==> src/rtl/ifetch_if.sv <==
// -----------------------------------------------------------------------------
// ifetch_if
// Groups every handshake and bus signal of the instruction fetch unit:
//   PC side     : pc_addr (PC -> fetch), flush (jump taken; also the PC's
//                 jp_en), stall (fetch -> PC, holds the PC)
//   memory side : mem_req/mem_addr (fetch -> memory), mem_ack/mem_rdata
//                 (memory -> fetch), variable latency
//   decode side : inst_valid/inst/inst_addr/inst_err (fetch -> decode),
//                 inst_ready (decode -> fetch)
// Modports:
//   master : the fetch unit's view
//   slave  : the environment's view (PC, memory and decode together)
// -----------------------------------------------------------------------------
interface ifetch_if;
    logic [31:0] pc_addr;
    logic        flush;
    logic        stall;

    logic        mem_req;
    logic [31:0] mem_addr;
    logic        mem_ack;
    logic [31:0] mem_rdata;

    logic        inst_valid;
    logic        inst_ready;
    logic [31:0] inst;
    logic [31:0] inst_addr;
    logic        inst_err;

    modport master (
        input  pc_addr, flush, mem_ack, mem_rdata, inst_ready,
        output stall, mem_req, mem_addr, inst_valid, inst, inst_addr, inst_err
    );

    modport slave (
        output pc_addr, flush, mem_ack, mem_rdata, inst_ready,
        input  stall, mem_req, mem_addr, inst_valid, inst, inst_addr, inst_err
    );
endinterface : ifetch_if

==> src/rtl/ifetch.sv <==
// -----------------------------------------------------------------------------
// ifetch
// Instruction fetch unit. Takes the PC address stream, performs one memory
// read per instruction over a req/ack bus of variable latency, and presents
// the result in a single-entry output register with a valid/ready handshake.
// Misaligned addresses and bus timeouts deliver NOP with inst_err set.
//
// Parameters:
//   NOP      : instruction word presented on errors and after reset
//   MAX_WAIT : WAIT cycles without mem_ack before a fetch times out (>= 1)
//
// Ports:
//   i_clk    : clock, all registers update on the rising edge
//   i_rst    : synchronous, active-high reset
//   io_fetch : ifetch_if.master -- PC, memory bus and decode handshakes
//              (stall is combinational, all other outputs are registered)
// -----------------------------------------------------------------------------
module ifetch #(
    parameter logic [31:0] NOP      = 32'h00000013,
    parameter int unsigned MAX_WAIT = 255
) (
    input  logic     i_clk,
    input  logic     i_rst,
    ifetch_if.master io_fetch
);

    localparam int unsigned           CNT_W    = $clog2(MAX_WAIT + 1);
    localparam logic [CNT_W-1:0]      CNT_MAX  = CNT_W'(MAX_WAIT);
    localparam logic [CNT_W-1:0]      CNT_LAST = CNT_W'(MAX_WAIT - 1);

    // IDLE : no bus activity, may capture a new PC address
    // WAIT : read outstanding, the response will be delivered
    // DRAIN: read outstanding after a flush, the response will be dropped
    typedef enum logic [1:0] {
        S_IDLE  = 2'd0,
        S_WAIT  = 2'd1,
        S_DRAIN = 2'd2
    } state_t;

    state_t           r_state;
    logic [CNT_W-1:0] r_cnt;
    logic             r_mem_req;
    logic [31:0]      r_mem_addr;
    logic             r_inst_valid;
    logic [31:0]      r_inst;
    logic [31:0]      r_inst_addr;
    logic             r_inst_err;

    state_t           w_state_nxt;
    logic             w_slot_free;
    logic             w_capture;
    logic             w_aligned;
    logic             w_timeout;
    logic             w_fill;
    logic [31:0]      w_fill_inst;
    logic [31:0]      w_fill_addr;
    logic             w_fill_err;
    logic             w_load_addr;
    logic             w_cnt_clr;
    logic             w_cnt_inc;

    // The slot can take a new instruction when it is empty or being consumed.
    assign w_slot_free = !r_inst_valid || io_fetch.inst_ready;

    // No capture during a flush: pc_addr is the pre-jump address and stale.
    assign w_capture   = (r_state == S_IDLE) && !io_fetch.flush && w_slot_free;
    assign w_aligned   = (io_fetch.pc_addr[1:0] == 2'b00);

    // This WAIT cycle is the last one allowed without an acknowledge.
    assign w_timeout   = (r_state == S_WAIT) && !io_fetch.mem_ack && (r_cnt == CNT_LAST);

    // -------------------------------------------------------------------------
    // Next-state and datapath control
    // -------------------------------------------------------------------------
    always_comb begin
        // NOTE: every signal gets a default first so no path leaves it unassigned (no latches).
        w_state_nxt = r_state;
        w_fill      = 1'b0;
        w_fill_inst = NOP;
        w_fill_addr = r_mem_addr;
        w_fill_err  = 1'b0;
        w_load_addr = 1'b0;
        w_cnt_clr   = 1'b0;
        w_cnt_inc   = 1'b0;

        unique case (r_state)
            S_IDLE: begin
                if (w_capture) begin
                    if (w_aligned) begin
                        w_load_addr = 1'b1;
                        w_cnt_clr   = 1'b1;
                        w_state_nxt = S_WAIT;
                    end else begin
                        // Misaligned: answer immediately without touching the bus.
                        w_fill      = 1'b1;
                        w_fill_addr = io_fetch.pc_addr;
                        w_fill_err  = 1'b1;
                    end
                end
            end

            S_WAIT: begin
                if (io_fetch.mem_ack) begin
                    // A flush in the same cycle drops the data but still ends the read.
                    w_state_nxt = S_IDLE;
                    w_fill      = !io_fetch.flush;
                    w_fill_inst = io_fetch.mem_rdata;
                end else begin
                    w_cnt_inc = 1'b1;
                    if (w_timeout) begin
                        // Give up on the bus; a later stray ack lands in IDLE and is ignored.
                        w_state_nxt = S_IDLE;
                        w_fill      = !io_fetch.flush;
                        w_fill_err  = 1'b1;
                    end else if (io_fetch.flush) begin
                        w_state_nxt = S_DRAIN;
                    end
                end
            end

            S_DRAIN: begin
                // No timeout here: the bus must finish before a new request is issued.
                if (io_fetch.mem_ack) begin
                    w_state_nxt = S_IDLE;
                end
            end

            default: begin
                w_state_nxt = S_IDLE;
            end
        endcase
    end

    // -------------------------------------------------------------------------
    // Registers
    // -------------------------------------------------------------------------
    always_ff @(posedge i_clk) begin
        // NOTE: sequential state uses non-blocking assignments so all registers see pre-edge values.
        if (i_rst) begin
            r_state      <= S_IDLE;
            r_cnt        <= '0;
            r_mem_req    <= 1'b0;
            r_mem_addr   <= '0;
            r_inst_valid <= 1'b0;
            r_inst       <= NOP;
            r_inst_addr  <= '0;
            r_inst_err   <= 1'b0;
        end else begin
            r_state   <= w_state_nxt;
            // Request stays high for the whole WAIT/DRAIN residency.
            r_mem_req <= (w_state_nxt != S_IDLE);

            if (w_load_addr) begin
                r_mem_addr <= io_fetch.pc_addr;
            end

            if (w_cnt_clr) begin
                r_cnt <= '0;
            end else if (w_cnt_inc && (r_cnt != CNT_MAX)) begin
                r_cnt <= r_cnt + 1'b1;
            end

            // A fill never coincides with a flush, so the two branches are exclusive.
            if (w_fill) begin
                r_inst_valid <= 1'b1;
                r_inst       <= w_fill_inst;
                r_inst_addr  <= w_fill_addr;
                r_inst_err   <= w_fill_err;
            end else if (io_fetch.flush || (r_inst_valid && io_fetch.inst_ready)) begin
                r_inst_valid <= 1'b0;
            end
        end
    end

    // -------------------------------------------------------------------------
    // Outputs
    // -------------------------------------------------------------------------
    // stall is forced low on flush so the PC takes the jump.
    assign io_fetch.stall      = i_rst || !(w_capture || io_fetch.flush);
    assign io_fetch.mem_req    = r_mem_req;
    assign io_fetch.mem_addr   = r_mem_addr;
    assign io_fetch.inst_valid = r_inst_valid;
    assign io_fetch.inst       = r_inst;
    assign io_fetch.inst_addr  = r_inst_addr;
    assign io_fetch.inst_err   = r_inst_err;

endmodule : ifetch

==> src/flat_wrapper.sv <==
// flat-port wrapper written by rule: the top's interface ports become plain ports
module ifetch_flat 
#(
    parameter logic [31:0] NOP      = 32'h00000013,
    parameter int unsigned MAX_WAIT = 255
)
  (i_clk, i_rst, io_fetch_pc_addr, io_fetch_flush, io_fetch_mem_ack, io_fetch_mem_rdata, io_fetch_inst_ready, io_fetch_stall, io_fetch_mem_req, io_fetch_mem_addr, io_fetch_inst_valid, io_fetch_inst, io_fetch_inst_addr, io_fetch_inst_err);
  ifetch_if io_fetch_i ();
  input  logic i_clk;
  input  logic i_rst;
  input wire logic [$bits(io_fetch_i.pc_addr)-1:0] io_fetch_pc_addr;
  input wire logic [$bits(io_fetch_i.flush)-1:0] io_fetch_flush;
  input wire logic [$bits(io_fetch_i.mem_ack)-1:0] io_fetch_mem_ack;
  input wire logic [$bits(io_fetch_i.mem_rdata)-1:0] io_fetch_mem_rdata;
  input wire logic [$bits(io_fetch_i.inst_ready)-1:0] io_fetch_inst_ready;
  output wire logic [$bits(io_fetch_i.stall)-1:0] io_fetch_stall;
  output wire logic [$bits(io_fetch_i.mem_req)-1:0] io_fetch_mem_req;
  output wire logic [$bits(io_fetch_i.mem_addr)-1:0] io_fetch_mem_addr;
  output wire logic [$bits(io_fetch_i.inst_valid)-1:0] io_fetch_inst_valid;
  output wire logic [$bits(io_fetch_i.inst)-1:0] io_fetch_inst;
  output wire logic [$bits(io_fetch_i.inst_addr)-1:0] io_fetch_inst_addr;
  output wire logic [$bits(io_fetch_i.inst_err)-1:0] io_fetch_inst_err;
  assign io_fetch_i.pc_addr = io_fetch_pc_addr;
  assign io_fetch_i.flush = io_fetch_flush;
  assign io_fetch_i.mem_ack = io_fetch_mem_ack;
  assign io_fetch_i.mem_rdata = io_fetch_mem_rdata;
  assign io_fetch_i.inst_ready = io_fetch_inst_ready;
  assign io_fetch_stall = io_fetch_i.stall;
  assign io_fetch_mem_req = io_fetch_i.mem_req;
  assign io_fetch_mem_addr = io_fetch_i.mem_addr;
  assign io_fetch_inst_valid = io_fetch_i.inst_valid;
  assign io_fetch_inst = io_fetch_i.inst;
  assign io_fetch_inst_addr = io_fetch_i.inst_addr;
  assign io_fetch_inst_err = io_fetch_i.inst_err;
  ifetch #(.NOP(NOP), .MAX_WAIT(MAX_WAIT)) u_core (.i_clk(i_clk), .i_rst(i_rst), .io_fetch(io_fetch_i));
endmodule
==> config.mk <==
export PLATFORM = sky130hd
export DESIGN_NAME = ifetch_flat
export DESIGN_NICKNAME = d
export VERILOG_FILES = /design/src/rtl/ifetch_if.sv /design/src/rtl/ifetch.sv /design/src/flat_wrapper.sv
export SDC_FILE = /design/constraint.sdc
export NUM_CORES = 1
export LEC_CHECK = 0
export ABC_AREA = 1
export BUFFER_PORTS_ARGS = -buffer_cell sky130_fd_sc_hd__buf_4
export CAP_MARGIN = 20
export CORE_UTILIZATION = 50
export CTS_BUF_LIST = sky130_fd_sc_hd__clkbuf_4 sky130_fd_sc_hd__clkbuf_8
export CTS_CLUSTER_DIAMETER = 200
export CTS_CLUSTER_SIZE = 24
export DETAILED_ROUTE_END_ITERATION = 6
export PLACE_DENSITY = 0.75
export SETUP_SLACK_MARGIN = 0.3
export SLEW_MARGIN = 10
export SYNTH_ARGS = -nofsm -noshare
export SYNTH_HDL_FRONTEND = slang
export SYNTH_SLANG_ARGS = --single-unit
==> constraint.sdc <==
create_clock -name i_clk -period 4.59 [get_ports i_clk]
set_input_delay 0.2295 -clock i_clk [delete_from_list [all_inputs] [get_ports i_clk]]
set_output_delay 0.2295 -clock i_clk [all_outputs]
set_load 0.01 [all_outputs]
Word level (Yosys, flattened, before mapping)
Cells that the tools add are included.
- $add $sub $neg: 1
- multiply operators: 0
- divide/modulo/power cells: 0
- magnitude comparators: 0
- equality and inequality tests: 4
- shift operators: 0
- multiplexer cells: 27
- bitwise logic cells: 0
- reduce and logical (&&, ||, !) cells: 19
- operators by type and width (cell ; number):
    32-bit two-way mux ; 5
    1-bit two-way mux ; 13
    2-bit two-way mux ; 6
    8-bit by 1-bit adder with 8-bit output, second input constant ; 1
    8-bit equality test, second input constant ; 1
    8-bit != test, second input constant ; 1
    1-bit logical AND ; 6
    2-bit one-hot mux with 3 select lines ; 1
    1-bit zero test ; 4
    2-bit zero test ; 2
    1-bit logical OR ; 4
    1-bit one-hot mux with 2 select lines ; 2
    2-bit nonzero test ; 2
    2-bit by 1-bit equality test with 1-bit output, second input constant ; 1
    2-bit equality test, second input constant ; 1
    2-bit OR reduction ; 1
- flip-flop bits (word level): 109
- bits in latches: 0
- bits in writable memories: 0
- bits in read-only memories: 0
- word-level logic and storage cells: 59
- memories: 0

Depth between registers and ports, before layout
- depth in word-level cells: 7
- gate-level depth with buffers: 12
- depth with buffers taken out: 10

Worst setup path before layout
Ideal clock, no wire load.
- kind: reg2reg
- start: register u_core.r_cnt[0]
- end: register u_core.r_inst_addr[11], in the netlist u_core.io_fetch.inst_addr[11]
- library setup time: 0.113 ns
- arrival time: 1.376 ns
- path slack: 3.101 ns
- stages on the path, launching flop included: 12
- buffers on the path: 2
- cells stage by stage: dfxtp_1 inv_1 ha_1 inv_1 nor2_1 nand3_2 nand2_2 nand2_4 buf_6 buf_6 a21oi_2 nor2_1
- word-level cells in the longest chain between the ends: 5
- ends and longest elaborated chain (element ; RTL line ; source):
    from (decl) ; ifetch.sv:41 ; logic [CNT_W-1:0] r_cnt;
    from (signal assigned) ; ifetch.sv:160 ; r_cnt <= r_cnt + 1'b1;
    8-bit equality test ; ifetch.sv:70 ; assign w_timeout = (r_state == S_WAIT) && !io_fetch.mem_ack && (r_cnt == CNT_LAST);
    1-bit logical AND ; ifetch.sv:70 ;
    1-bit two-way mux ; ifetch.sv:110 ; if (w_timeout) begin
    1-bit two-way mux ; ifetch.sv:103 ; if (io_fetch.mem_ack) begin
    1-bit one-hot mux with 2 select lines ; ifetch.sv:86 ; unique case (r_state)
    to (signal assigned) ; ifetch.sv:167 ; r_inst_addr <= w_fill_addr;
    to (decl) ; ifetch.sv:46 ; logic [31:0] r_inst_addr;
No other way between the ends.
A chain may end at the register's enable or synchronous reset.

Final worst setup path
- start: register u_core.r_state[1]
- end: register u_core.r_inst_addr[24], in the netlist u_core.io_fetch.inst_addr[24]
- word-level cells in the longest chain between the ends: 6
- ends and longest elaborated chain (element ; RTL line ; source):
    from (decl) ; ifetch.sv:40 ; state_t r_state;
    from (signal assigned) ; ifetch.sv:149 ; r_state <= w_state_nxt;
    2-bit by 1-bit equality test with 1-bit output ; ifetch.sv:70, ifetch.sv:86 ;
    1-bit logical AND (2 in a row) ; ifetch.sv:70 ;
    1-bit two-way mux ; ifetch.sv:110 ;
    1-bit two-way mux ; ifetch.sv:103 ;
    1-bit one-hot mux with 2 select lines ; ifetch.sv:86 ;
Parallel ways exist; a longest one is shown, timed or not.

==> flow_summary.json <==
{
  "wl_um": 13800,
  "ant_nets": 0,
  "antenna-diode-count": 0,
  "drv_cap": 0,
  "power_switching_w": 0.000626,
  "globalRouteMet2Util": 0.388,
  "fp.coreArea_um2": 10400,
  "outcome": "completed",
  "drive_gt1_frac": 0.237,
  "p_per_area_nw_per_um2": 320,
  "grt_pass1_wl_um": 22500,
  "sw_frac_of_total": 0.287,
  "syn_nets": 902,
  "cp_data_arrival_time_ns": 3.03,
  "p_clk_frac": 0.298,
  "drc": 0,
  "crit_path_end_kind": "flip-flop",
  "p_leak_nw": 3.37,
  "crit_buf_inv": 2,
  "root_buffer": "clkbuf_8",
  "synth_seq_cells": 109,
  "synth_cells": 831,
  "syn2layout_area_growth_pct": 26.2,
  "pin_count": 169,
  "min_from": "i_rst",
  "track_usage": 0.244,
  "rows": 37,
  "worst_slack_ns": 1.81,
  "tightest_slew_ns": 1.07,
  "cts_resized": 0,
  "busiest_layer": "met2",
  "syn_area_um2": 5400,
  "combPwrFrac": 0.220,
  "numCtsBuffers": 9,
  "grt_overflow_total": 0,
  "routed_via_density": 4.93,
  "seq_area_frac_synth": 0.404,
  "start_kind": "flip-flop",
  "period_needed_ns": 2.78,
  "post-route-util": 0.655,
  "synthDistinctLibCells": 27,
  "max_stage_delay_ns": 0.76,
  "p_seq_frac": 0.483,
  "slew-limit-headroom": 0.287,
  "fmax_mhz": 359,
  "grt_pass1_vias": 4759,
  "worstSetupPathType": "reg2reg",
  "finalHoldViolations": 0,
  "grtUsageMet1": 0.335,
  "fin_worst_skew_ns": 0.0209,
  "finalCritPeriodShare": 0.606,
  "r2r_start": "u_core.r_state[1]",
  "dieHeight_um": 106,
  "fp.dieW_um": 106,
  "layout.nets": 1028,
  "crit_family": "simple AND/OR/NAND/NOR gates",
  "cp-startpoint": "u_core.r_state[1]",
  "ir_drop_v": 0.000224,
  "p_int_w": 0.00155,
  "cp_common_cell": "nand2_2",
  "die-area_um2": 11200,
  "pre_cts_ws_ns": 1.83,
  "grt_antenna_before_repair": 0,
  "clkTransAtPathRegs_ns": 0.10,
  "setup-tns-final_ns": 0,
  "cts_tree": "done",
  "ctsHoldBuffers": 0,
  "cts.sinks": 109,
  "fill_cells": 978,
  "dp_hpwl_um": 8820,
  "port-buffer-count": 168,
  "post_drt_wl_per_cell_um": 12.6,
  "post_cts_buffers": 0,
  "start_util": 0.519,
  "avgSynthCellArea_um2": 6.50,
  "grt_setup_unrepaired": "no",
  "vias": 5408,
  "place.gp.congestion": 0.805,
  "grt_max_degree": 160,
  "synth_warnings": 0,
  "critical-path-slowest-cell": "nand2_4",
  "worst_hold_slack_ns": 0.0806,
  "cts_buffer_depth": 2,
  "drv_slew": 0,
  "clock_latency_ns": 0.37,
  "met3_usage": 0.0478,
  "hold_path.class": "in2reg",
  "htreeDepth": 3,
  "cp.required_ns": 4.84,
  "path_max_fanout": 101,
  "setup_viol": 0,
  "first_pass_iters": 5,
  "path_cells": "inv_2, nand2_2, nor2_2, nand3_2, nand2_2, nand2_4, buf_4, nand3_1, nand2_1, nor2_1",
  "drtIter0Drc": 361
}
## registers in the layout, summed over array words and instances (netlist names)
name	flops
u_core.r_cnt	8
u_core.io_fetch.mem_req	1
u_core.io_fetch.inst	32
u_core.io_fetch.mem_addr	32
u_core.io_fetch.inst_addr	32
u_core.io_fetch.inst_err	1
u_core.io_fetch.inst_valid	1
u_core.r_state	2
## Yosys cell counts
master / count / area, µm²
nand2_2: 4 / 25.0
nand2_4: 1 / 11.3
nor2_4: 1 / 11.3
buf_6: 4 / 45.0
nor2_2: 2 / 12.5
ha_1: 2 / 25.0
xor2_1: 1 / 8.76
nand2_1: 192 / 721
nor3_1: 1 / 5.00
clkbuf_1: 26 / 97.6
nand3_1: 102 / 510
xnor2_1: 2 / 17.5
dfxtp_1: 109 / 2180
nand3_2: 1 / 10.0
a21oi_1: 43 / 215
inv_2: 5 / 18.8
inv_1: 74 / 278
a21oi_2: 26 / 228
nand4_1: 1 / 6.26
buf_2: 26 / 130
nor2_1: 169 / 634
nor3b_1: 1 / 7.51
buf_4: 2 / 15.0
nand3b_1: 1 / 7.51
a211oi_1: 1 / 7.51
a21boi_0: 1 / 7.51
o21ai_0: 33 / 165
## logic make-up after synthesis
logic type,synth area share
xor gates and xnor gates,0.00486
DFF,0.404
AOI/OAI and AO/OA,0.115
buffers and inverters,0.108
and+or+nand+nor,0.363
adders and majority gates,0.00463
## stage by stage
step,total power (W),cell area [µm²],instances
2_1_floorplan,0.00136,5400,831
3_5_place_dp,0.00155,6600,1082
6_report,0.00218,6820,1097
3_3_place_gp,0.00155,6600,1082
5_1_grt,0.00230,6820,1097
4_1_cts,0.00220,6820,1097
## routing by layer
metal	share of wire	vias to the layer above	routed length [µm]
met1	0.46	2403	6370
li1	-	2836	-
met5	0	-	0
met4	0.015	0	209
met3	0.059	16	821
met2	0.46	153	6420
## worst paths after layout
check,endpoint,slack [ns],cells after the start
setup / recovery,u_core.io_fetch.inst_addr[24],1.81,10
hold / removal,u_core.r_state[1],0.08,2
setup reg to reg,u_core.io_fetch.inst_addr[24],1.81,10
hold reg to reg,u_core.io_fetch.mem_addr[0],0.45,2
## placed cells by master (no fill, tap or decap), types with 2 or more instances in the layout
cell / synthesis / layout
nand2_2: 4 / 3
nor2_1: 169 / 169
a21oi_2: 26 / 26
nand3_1: 102 / 102
inv_2: 5 / 5
clkinvlp_4: 0 / 2
o21ai_0: 33 / 33
xnor2_1: 2 / 2
buf_4: 2 / 173
a21oi_1: 43 / 43
ha_1: 2 / 2
nor2_2: 2 / 2
bufinv_16: 0 / 2
dfxtp_1: 109 / 109
clkbuf_8: 0 / 10
nand2_1: 192 / 192
inv_1: 74 / 74
## power by group through the flow
stage               Clock (W)  Sequential, W  Combinational (W)
floorplan                   0        0.00110           0.000259
global placement            0        0.00107           0.000476
detailed placement          0        0.00107           0.000479
CTS                  0.000665        0.00105           0.000481
global route         0.000703        0.00106           0.000536
finish               0.000649        0.00105           0.000479
## layout make-up
type | count | area [µm²] | area share
Clock inverter | 5 | 83.8 | 0.0123
Tap cell | 136 | 170 | 0.0250
Inverter | 79 | 297 | 0.0435
Clock buffer | 10 | 138 | 0.0202
Sequential cell | 109 | 2180 | 0.320
Multi-Input combinational cell | 585 | 2650 | 0.389
Timing Repair Buffer | 173 | 1300 | 0.190
No activity file was read; power rests on OpenSTA's default activity.
